`src/rtl/pwm_pkg.sv`:
```
// Shared definitions for the PWM path: capture FSM encoding, default counter
// width and the 7-bit timer/compare width used by the PWM output block.
package pwm_pkg;

  localparam int CNT_W_DEF = 8;
  localparam int PWM_CTR_W = 7;

  typedef enum logic [1:0] {
    IDLE  = 2'd0,
    ARMED = 2'd1,
    HIGH  = 2'd2,
    LOW   = 2'd3
  } state_t;

endpackage

```
`src/rtl/pwm_in_sync.sv`:
```
// Synchronizer for the asynchronous PWM input plus one-cycle delayed copy and
// edge strobes; sync_ready marks when the pipeline holds genuine samples.
module pwm_in_sync #(
  parameter int SYNC_STAGES = 2
) (
  input  logic clk,
  input  logic srst,
  input  logic pwm_in,
  output logic level,
  output logic rise,
  output logic fall,
  output logic sync_ready
);

  logic [SYNC_STAGES-1:0] sync_reg;
  logic [SYNC_STAGES-1:0] sync_next;
  logic                   s_d_reg;
  logic [SYNC_STAGES:0]   fill_reg;

  genvar gi;
  generate
    for (gi = 0; gi < SYNC_STAGES; gi++) begin : g_stage
      if (gi == 0) begin : g_first
        assign sync_next[gi] = pwm_in;
      end else begin : g_rest
        assign sync_next[gi] = sync_reg[gi-1];
      end
    end
  endgenerate

  // fill_reg tracks how far fresh samples have propagated since reset, so a
  // level that was already high is not mistaken for a low-to-high transition.
  always_ff @(posedge clk) begin
    if (srst) begin
      sync_reg <= '0;
      s_d_reg  <= 1'b0;
      fill_reg <= '0;
    end else begin
      sync_reg <= sync_next;
      s_d_reg  <= sync_reg[SYNC_STAGES-1];
      fill_reg <= {fill_reg[SYNC_STAGES-1:0], 1'b1};
    end
  end

  assign level      = sync_reg[SYNC_STAGES-1];
  assign rise       = level & ~s_d_reg;
  assign fall       = ~level & s_d_reg;
  assign sync_ready = fill_reg[SYNC_STAGES];

endmodule

```
`src/rtl/pwm_capture.sv`:
```
// Measures high time and rising-to-rising period of an asynchronous PWM input,
// with back-to-back period capture and a saturating-count timeout.
module pwm_capture
  import pwm_pkg::*;
#(
  parameter int CNT_W       = CNT_W_DEF,
  parameter int SYNC_STAGES = 2
) (
  input  logic             CLK,
  input  logic             RST,
  input  logic             PWM_IN,
  output logic [CNT_W-1:0] DUTY,
  output logic [CNT_W-1:0] PERIOD,
  output logic             VALID,
  output logic             ERR,
  output logic             LEVEL
);

  localparam logic [CNT_W-1:0] CNT_MAX = {CNT_W{1'b1}};
  localparam logic [CNT_W-1:0] CNT_ONE = CNT_W'(1);

  logic s, rise, fall, sync_ready;

  pwm_in_sync #(
    .SYNC_STAGES(SYNC_STAGES)
  ) u_sync (
    .clk       (CLK),
    .srst      (RST),
    .pwm_in    (PWM_IN),
    .level     (s),
    .rise      (rise),
    .fall      (fall),
    .sync_ready(sync_ready)
  );

  state_t           state_reg, state_next;
  logic [CNT_W-1:0] hcnt_reg, hcnt_next;
  logic [CNT_W-1:0] pcnt_reg, pcnt_next;
  logic [CNT_W-1:0] duty_reg, duty_next;
  logic [CNT_W-1:0] period_reg, period_next;
  logic             valid_reg, valid_next;
  logic             err_reg, err_next;

  always_ff @(posedge CLK) begin
    if (RST) begin
      state_reg  <= IDLE;
      hcnt_reg   <= '0;
      pcnt_reg   <= '0;
      duty_reg   <= '0;
      period_reg <= '0;
      valid_reg  <= 1'b0;
      err_reg    <= 1'b0;
    end else begin
      state_reg  <= state_next;
      hcnt_reg   <= hcnt_next;
      pcnt_reg   <= pcnt_next;
      duty_reg   <= duty_next;
      period_reg <= period_next;
      valid_reg  <= valid_next;
      err_reg    <= err_next;
    end
  end

  always_comb begin
    state_next  = state_reg;
    hcnt_next   = hcnt_reg;
    pcnt_next   = pcnt_reg;
    duty_next   = duty_reg;
    period_next = period_reg;
    valid_next  = 1'b0;
    err_next    = 1'b0;

    unique case (state_reg)
      IDLE: begin
        if (sync_ready && !s) state_next = ARMED;
      end
      ARMED: begin
        if (rise) begin
          hcnt_next  = CNT_ONE;
          pcnt_next  = CNT_ONE;
          state_next = HIGH;
        end
      end
      HIGH: begin
        // hcnt never exceeds pcnt, so only pcnt needs the saturation guard
        if (pcnt_reg == CNT_MAX) begin
          err_next   = 1'b1;
          hcnt_next  = '0;
          pcnt_next  = '0;
          state_next = IDLE;
        end else begin
          pcnt_next = pcnt_reg + CNT_ONE;
          if (s) hcnt_next = hcnt_reg + CNT_ONE;
          if (fall) state_next = LOW;
        end
      end
      LOW: begin
        if (rise) begin
          duty_next   = hcnt_reg;
          period_next = pcnt_reg;
          valid_next  = 1'b1;
          hcnt_next   = CNT_ONE;
          pcnt_next   = CNT_ONE;
          state_next  = HIGH;
        end else if (pcnt_reg == CNT_MAX) begin
          err_next   = 1'b1;
          hcnt_next  = '0;
          pcnt_next  = '0;
          state_next = IDLE;
        end else begin
          pcnt_next = pcnt_reg + CNT_ONE;
        end
      end
      default: state_next = IDLE;
    endcase
  end

  assign DUTY   = duty_reg;
  assign PERIOD = period_reg;
  assign VALID  = valid_reg;
  assign ERR    = err_reg;
  assign LEVEL  = s;

endmodule

```
`config.mk`:
```
export PLATFORM = sky130hd
export DESIGN_NAME = pwm_capture
export DESIGN_NICKNAME = d
export VERILOG_FILES = /design/src/rtl/pwm_pkg.sv /design/src/rtl/pwm_in_sync.sv /design/src/rtl/pwm_capture.sv
export SDC_FILE = /design/constraint.sdc
export NUM_CORES = 1
export LEC_CHECK = 0
export CAP_MARGIN = 15
export CORE_MARGIN = 1.5
export CORE_UTILIZATION = 54
export CTS_CLUSTER_DIAMETER = 50
export DETAILED_ROUTE_END_ITERATION = 12
export PLACE_DENSITY = 0.78
export SETUP_SLACK_MARGIN = 0.3
export SLEW_MARGIN = 20
export SYNTH_ARGS = -nofsm -noshare
export SYNTH_HDL_FRONTEND = slang
export SYNTH_HIERARCHICAL = 1
export SYNTH_SLANG_ARGS = --single-unit
```
`constraint.sdc`:
```
create_clock -name CLK -period 2.4 [get_ports CLK]
set_clock_uncertainty 0.15 [all_clocks]
set_input_delay 0.6 -clock CLK [delete_from_list [all_inputs] [get_ports CLK]]
set_output_delay 0.6 -clock CLK [all_outputs]
set_load 0.01 [all_outputs]
```
# ---- Yosys cells after proc, flatten, opt, wreduce, memory -nomap -nowiden
# Cells that the tools add are included.
dict set report totals {
  register_bits 42
  inputBits 3
  out_inout_bits 19
  elab_cells 57
}
dict set report classes {
  n_addsub 2
  n_eq_ne 9
  muxes 21
  bitwise 5
  n_reduce_logical 9
}
# cell n
set op_table {}
lappend op_table {{$mux 8} 7}
lappend op_table {{$pmux 8 s3} 2}
lappend op_table {{$add 8x1->8 const B} 2}
lappend op_table {{$mux 2} 6}
lappend op_table {{$eq 8x8->1 const B} 1}
lappend op_table {{$pmux 2 s4} 1}
lappend op_table {{$reduce_and 4->1} 2}
lappend op_table {{$ne 3x3->1 const B} 2}
lappend op_table {{$eq 2x2->1 const B} 2}
lappend op_table {{$mux 1} 4}
lappend op_table {{$ne 2x2->1 const B} 2}
lappend op_table {{$reduce_and 2->1} 2}
lappend op_table {{$ne 3x2->1 const B} 1}
lappend op_table {{$not 1->1} 3}
lappend op_table {{$reduce_bool 3->1} 1}
lappend op_table {{$and 1x1->1} 2}
lappend op_table {{$eq 2x1->1 const B} 1}
lappend op_table {{$logic_not 2->1} 1}
lappend op_table {{$pmux 1 s2} 1}
lappend op_table {{$reduce_or 2->1} 1}
lappend op_table {{$logic_and 1x1->1} 1}
lappend op_table {{$logic_not 1->1} 1}

# ---- Depth between registers and ports, before layout
# Gate-level depths: netlist (run 1).
dict set report logic_depth {
  depth_word 5
  mapped_depth 6
  mapped_depth_nobuf 5
}

# ---- By module
# The synthesis (run 1) kept the hierarchy.
# mod n_inst cells_each area_per_inst_um2
set by_module_without_submodules {}
lappend by_module_without_submodules {pwm_capture 1 194 1586.5}
lappend by_module_without_submodules {pwm_in_sync 1 14 167.7}

# ---- Worst setup path before layout (run 1)
# No wires, ideal clock.
dict set report synth_path {
  path_type {register -> register}
  from {register u_sync.sync_reg[1]}
  to {register hcnt_reg[4]}
  setup_time_ps 59
  arrival_ps 1653
  required_ps 2191
  slack_ps 538
  path_stages_with_launch 7
  path_buffers 1
  period_less_slack_ps 1862
  path_cell_list {dfxtp_1 -> nor2b_1 -> nand2_1 -> a21boi_1 -> buf_2 -> a2111o_1 -> nand2_1}
}
dict set report synth_via {
  elab_chain_cells 3
  elab_cells_between_ends 7
  cone_classes {eq/ne: 3; mux: 2; bitwise: 1; reduce/logical: 1}
}
# item line_no
set synth_rtl {}
lappend synth_rtl {{start, declared} pwm_in_sync.sv:15} ;# logic [SYNC_STAGES-1:0] sync_reg;
lappend synth_rtl {{start signal, assigned} pwm_in_sync.sv:39} ;# sync_reg <= sync_next;
lappend synth_rtl {{$and 1x1->1 (*)} pwm_in_sync.sv:46} ;# assign rise = level & ~s_d_reg;
lappend synth_rtl {{via rise} pwm_capture.sv:22} ;# logic s, rise, fall, sync_ready;
lappend synth_rtl {{$ne 3x3->1 (no line) (tied with other cells)} n/a}
lappend synth_rtl {{$reduce_and 4->1 (no line) / $pmux 8 s3 (equally long branches)} n/a}
lappend synth_rtl {{end signal, assigned} pwm_capture.sv:55} ;# hcnt_reg <= hcnt_next;
lappend synth_rtl {{end, declared} pwm_capture.sv:37} ;# logic [CNT_W-1:0] hcnt_reg, hcnt_next;
# The timed path passes the listed nets; every way through them passes the cells marked *.
# A chain may end at the register's enable or synchronous reset.

# ---- Worst setup path after layout (run 1)
dict set report layout_path {
  from {register u_sync.sync_reg[1]}
  to {output LEVEL}
}
# item line_no
set layout_lines {}
lappend layout_lines {{end, declared} pwm_capture.sv:16} ;# output logic LEVEL
# No word-level cell between the ends.

==> metrics.yaml, run 1 <==
worstHoldPathCells: 1
grt_overflow: 0
die_area_um2: 3599
die_w_um: 60.00
cts-root-buf: "clkbuf_4"
peakVddDrop_v: 0.0003688
firstDrtPassIters: 4
cp_top_family: "buffers and inverters"
timing.fmax_ghz: 0.4889
power_frac_seq_pct: 64.2
worst_path_largest_cell_delay_ps: 540
ff2ff_setup_slack_ps: 430
grt_pass1_wl_mm: 6.272
remaining_drc_errors: 0
cts.reportedPaths.clkPinSlew_ps: 130
min_from: "u_sync/sync_reg[0]"
path_buf_inv: 1
ant_nets: 0
clk_latency_ps: 360
p_int_w: 0.0008350
drt_wl_total_mm: 3.672
vias_per_cell: 5.717
port_buffers: 21
area.growth.synth_to_final_pct: 18.19
yosysSeqAreaShare_pct: 47.93
hold_viol: 0
synth_seq_cells: 42
final_common_cell: "nand2_1"
place.gp.congestion: 0.8586
rsz0062_at_grt: "true"
critPathKind: "register to primary output"
stdcell_area_um2: 2073
io_pins: 22
drtIter0Drc: 72
reg2reg_to: "hcnt_reg[4]"
grt_pass1_vias: 1436
tightestPinTransition_ps: 528.7
layout_common_cells: "nand2_1 (46), dfxtp_1 (41), a21oi_1 (28)"
num_rows: 20
critPathSlowestCell: "clkdlybuf4s50_1"
syn_avg_cell_area_um2: 8.434
period_share_pct: 85.22
status: "finished clean"
fin_nets: 236
die_y_um: 60.00
worstPathMaxFanout: 6
yosys.area.top_type_share_pct: 47.93
core_region_area_um2: 3078
r2r-start: "state_reg[1]"
antenna_found_initial: 0
drv_slew: 0
p_leak_nw: 0.7070
endpoint_kind: "primary output"
wl_per_cell_um: 13.30
crit_required_ps: 1650
vias: 1578
layout-drive-gt1-share_pct: 10.34
powerDensity_nw_per_um2: 533.8
initial_core_util_pct: 56.99
pwr-share-comb_pct: 3.6
fin_setup_tns_ps: 0
synth.area.top_cells: "dfxtp_1 (48%), nand2_1 (9.8%), a21oi_1 (8.0%), nor2b_1 (3.6%), nand3_1 (2.9%)"
min_to: "u_sync/sync_reg[1]"
swShare_pct: 24.56
clock_sinks: 42
synthCells: 208
hold_class: "register to register"
syn_nets: 213
grtUsageTotal_pct: 23.17
drv_cap: 0
start_kind: "register"
switchingPower_w: 0.0002718
numCtsBuffers: 5
synth_cell_types: 39
clkPwrFrac_pct: 32.2
cts_hold_buf: 0
postCtsSetupBuffers: 0
grt_max_degree: 17
cp_cell_sequence: "clkdlybuf4s50_1"
cts_tree: "built"
place_area_um2: 2007
yosys_warnings: 6
synth_top_area_cell: "dfxtp_1"
htreeDepth: 2
antenna_cells: 0
timing.final.crit_period_ps: 2045
syn_area_um2: 1754
worstPathArrival_ps: 1300
dp_hpwl_mm: 2.671
ff2ff_path_depth: 4
max_slew_margin_pct: 64.71
setup_violations: 0
clock_path_buffers: 2
==> routing by layer <==
| metal | up-vias | share of wire, % | global-route usage (%) |
|---|---|---|---|
| met3 | 8 | 5.1 | 5.844 |
| met4 | 0 | 1.9 | 9.206 |
| met5 | - | 0 | 0 |
| met1 | 736 | 45 | 29.09 |
| li1 | 776 | - | - |
| met2 | 58 | 48 | 37.89 |
==> worst max-delay path by stage <==
stage | startpoint | to | slack, ps | cells after the start
4_1_cts | u_sync/sync_reg[1] | LEVEL | 350 | 1
6_report | u_sync/sync_reg[1] | LEVEL | 350 | 1
5_1_grt | state_reg[1] | hcnt_reg[7] | 300 | 4
3_3_place_gp | RST | hcnt_reg[4] | 300 | 5
2_1_floorplan | u_sync/sync_reg[1] | hcnt_reg[4] | 540 | 6
3_5_place_dp | RST | hcnt_reg[4] | 270 | 5
==> cell type report <==
type	count	area (um^2)
repair buffers	27	255.2
clock buffers	5	37.54
inverters	4	15.01
fillers	290	1005
clock inverters	3	21.27
flip-flops and latches	42	842.1
well taps	44	55.05
multi-input cells	151	847.1
==> Yosys cell counts <==
cell type / number
nand4_1: 6
a31oi_1: 1
a311oi_1: 1
mux2_2: 1
nand3_2: 1
nor2b_1: 10
a21boi_1: 1
nand2_1: 46
o2111ai_1: 3
o21ai_0: 5
a31o_2: 1
a21oi_1: 28
nor4_1: 1
a2111o_1: 3
and4_4: 1
xor2_1: 3
inv_1: 3
a21oi_2: 1
buf_6: 1
or3_1: 2
dfxtp_1: 42
nor3_1: 1
a41oi_1: 1
buf_2: 4
and2_1: 1
and3_1: 3
buf_4: 1
o31ai_1: 3
ha_1: 2
or4_1: 1
nand2b_1: 2
clkbuf_1: 5
mux2i_1: 2
inv_2: 1
nor2_1: 7
a21o_1: 1
nand3_1: 10
or2_2: 1
a22o_1: 1
==> power groups by stage <==
stage / sequential (W) / clock (W) / combinational [W]
final: 0.000711 / 0.000356 / 0.0000398
after detailed placement: 0.000726 / 0 / 0.0000392
after global routing: 0.000712 / 0.000385 / 0.0000438
after floorplan: 0.000722 / 0 / 0.0000278
after global placement: 0.000726 / 0 / 0.0000377
after CTS: 0.000710 / 0.000357 / 0.0000395
==> what timing repair did <==
action | CTS | global route
gates resized for setup | 1 | 2
endpoints found under the setup margin | 2 | 8
hold endpoints to repair | 0 | 0
==> metrics by stage <==
step / utilization (%) / std cells / setup WS (ps) / total power, W / hold slack [ps]
6_report: 67.36 / 276 / 354.7 / 0.001107 / 308.3
5_1_grt: 67.36 / 276 / 300.4 / 0.001141 / 316.9
4_1_cts: 67.15 / 276 / 347.0 / 0.001107 / 311.6
3_5_place_dp: 65.20 / 268 / 267.2 / 0.0007649 / 283.2
3_3_place_gp: 65.20 / 268 / 303.2 / 0.0007633 / 284.7
2_1_floorplan: - / 208 / 537.9 / 0.0007498 / 263.8
==> logic make-up (layout without fill, tap and decap cells) <==
logic type      count (synthesis)  in the layout  share of synthesized area (%)
compound gates                 50             50                          17.83
xor+xnor                        3              3                          1.498
fa+ha+maj                       2              2                          1.426
buf+inv                        15             39                          4.137
flops                          42             42                          47.93
mux                             3              3                          1.783
simple gates                   93             93                          25.39
Note: power is estimated with default switching activity, not from simulation.
==> run 2, diff against run 1 <==
--- a/config.mk
+++ b/config.mk
@@ -6,11 +6,13 @@
 export NUM_CORES = 1
 export LEC_CHECK = 0
 export CAP_MARGIN = 15
+export CELL_PAD_IN_SITES_DETAIL_PLACEMENT = 0
+export CELL_PAD_IN_SITES_GLOBAL_PLACEMENT = 1
 export CORE_MARGIN = 1.5
-export CORE_UTILIZATION = 54
+export CORE_UTILIZATION = 40
 export CTS_CLUSTER_DIAMETER = 50
 export DETAILED_ROUTE_END_ITERATION = 12
-export PLACE_DENSITY = 0.78
+export PLACE_DENSITY_LB_ADDON = 0.1
 export SETUP_SLACK_MARGIN = 0.3
 export SLEW_MARGIN = 20
 export SYNTH_ARGS = -nofsm -noshare
==> run 2 against run 1 <==
Against the previous run:
- first-iteration DRC count down 28%
- clock power increased by 17%
- critical endpoint unchanged
- largest power group unchanged
- clock-buffer cell count increased by 2
==> metrics.yaml, run 2 (same netlist as run 1, synthesis figures left out) <==
critPathSlowestCell: "clkdlybuf4s50_1"
switchingPower_w: 0.0002454
numCtsBuffers: 5
clock_path_buffers: 2
p_leak_nw: 0.7192
multi_input_area_um2: 847.1
core_region_area_um2: 4115
layout-drive-gt1-share_pct: 9.052
clk_latency_ps: 290
antenna_found_initial: 0
layout_common_cells: "nand2_1 (46), dfxtp_1 (42), a21oi_1 (28)"
hold_viol: 0
cp_cell_sequence: "clkdlybuf4s50_1"
path_buf_inv: 1
ff2ff_path_depth: 5
drtIter0Drc: 52
vias_per_cell: 5.426
io_pins: 22
cts.reportedPaths.clkPinSlew_ps: 70
die_w_um: 69.22
place.gp.congestion: 0.8156
initial_core_util_pct: 42.63
status: "finished clean"
p_int_w: 0.0009209
dr.max_layer_used: "met4"
clock_sinks: 42
place_area_um2: 2022
clkPwrFrac_pct: 35.6
final_common_cell: "nand2_1"
fin_nets: 237
htreeDepth: 2
vias: 1530
period_share_pct: 83.66
port_buffers: 21
grt_pass1_wl_mm: 6.189
grt_pass1_vias: 1345
firstDrtPassIters: 4
stdcell_area_um2: 2105
area.growth.synth_to_final_pct: 19.97
crit_required_ps: 1650
cts_tree: "built"
antenna_cells: 0
rsz0062_at_grt: "false"
ant_nets: 0
wl_per_cell_um: 13.16
peakVddDrop_v: 0.0003767
num_rows: 23
postCtsSetupBuffers: 0
hold_class: "register to register"
pwr-share-comb_pct: 3.6
critPathKind: "register to primary output"
fill_cells: 400
dp_hpwl_mm: 2.645
grt_overflow: 0
die_area_um2: 4791
fin_cells: 282
endpoint_kind: "primary output"
drv_slew: 0
worstHoldPathCells: 1
setup_violations: 0
grtUsageTotal_pct: 16.02
tightestPinTransition_ps: 503.4
regArea_um2: 840.8
timing.final.crit_period_ps: 2008
power_frac_seq_pct: 60.8
worst_slack_ps: 392.1
cp_top_family: "buffers and inverters"
fin_hold_ws_ps: 290.4
drv_cap: 0
place_ws_ps: 202.6
worstPathArrival_ps: 1260
start_kind: "register"
worstPathMaxFanout: 6
crit_cells: 1
drt_wl_total_mm: 3.710
max_slew_margin_pct: 66.24
swShare_pct: 21.04
dr_wl_met2_mm: 1.606
met1Wirelength_mm: 1.879
remaining_drc_errors: 0
timing.fmax_ghz: 0.4980
cts-root-buf: "clkbuf_8"
die_y_um: 69.22
powerDensity_nw_per_um2: 554.2
worst_path_largest_cell_delay_ps: 560
fin_setup_tns_ps: 0
grt_max_degree: 18
dp_cells: 275
dr_wl_met3_um: 175
==> run 2: per-stage QoR <==
step / util [%] / total power [W]
6_report: 51.14 / 0.001166
5_1_grt: 51.14 / 0.001215
4_1_cts: 50.99 / 0.001182
3_5_place_dp: 49.13 / 0.0007664
3_3_place_gp: 49.13 / 0.0007649
2_1_floorplan: - / 0.0007498
==> run 2: routing by layer <==
layer / track usage (%) / vias to the layer above
li1: - / 772
met1: 21.89 / 712
met2: 24.25 / 41
met3: 3.924 / 5
met4: 6.536 / 0
met5: 0 / -
==> run 2: worst reg2reg max path: stages (launching register included) <==
cell	delay, ps
dfxtp_1	420
ha_1	260
and3_1	270
nand3_2	250
a2111o_1	440
nand2_1	70
==> run 2: worst paths after layout <==
path / from / end / slack (ps)
setup / recovery: u_sync/sync_reg[1] / LEVEL / 390
setup reg to reg: pcnt_reg[0] / hcnt_reg[2] / 500
hold reg to reg: u_sync/sync_reg[0] / u_sync/sync_reg[1] / 290
hold / removal: u_sync/sync_reg[0] / u_sync/sync_reg[1] / 290
==> run 2: what timing repair did <==
action                                  4_1_cts  5_1_grt
gates resized for setup                       0        2
hold buffers                                  0        0
endpoints found under the setup margin        0        7
hold endpoints to repair                      0        0
==> run 2: power by group through the flow <==
stage	combinational, W	clock, W	sequential, W
2_1_floorplan	0.0000278	0	0.000722
3_3_place_gp	0.0000397	0	0.000725
3_5_place_dp	0.0000408	0	0.000726
4_1_cts	0.0000410	0.000432	0.000709
5_1_grt	0.0000454	0.000460	0.000710
6_report	0.0000414	0.000415	0.000710
==> run 2: final cells by class <==
class / instances / share of cell area, %
multi-input cells: 151 / 40.25
flip-flops and latches: 42 / 39.95
repair buffers: 28 / 12.49
clock buffers: 7 / 3.627
well taps: 50 / 2.973
inverters: 4 / 0.7134
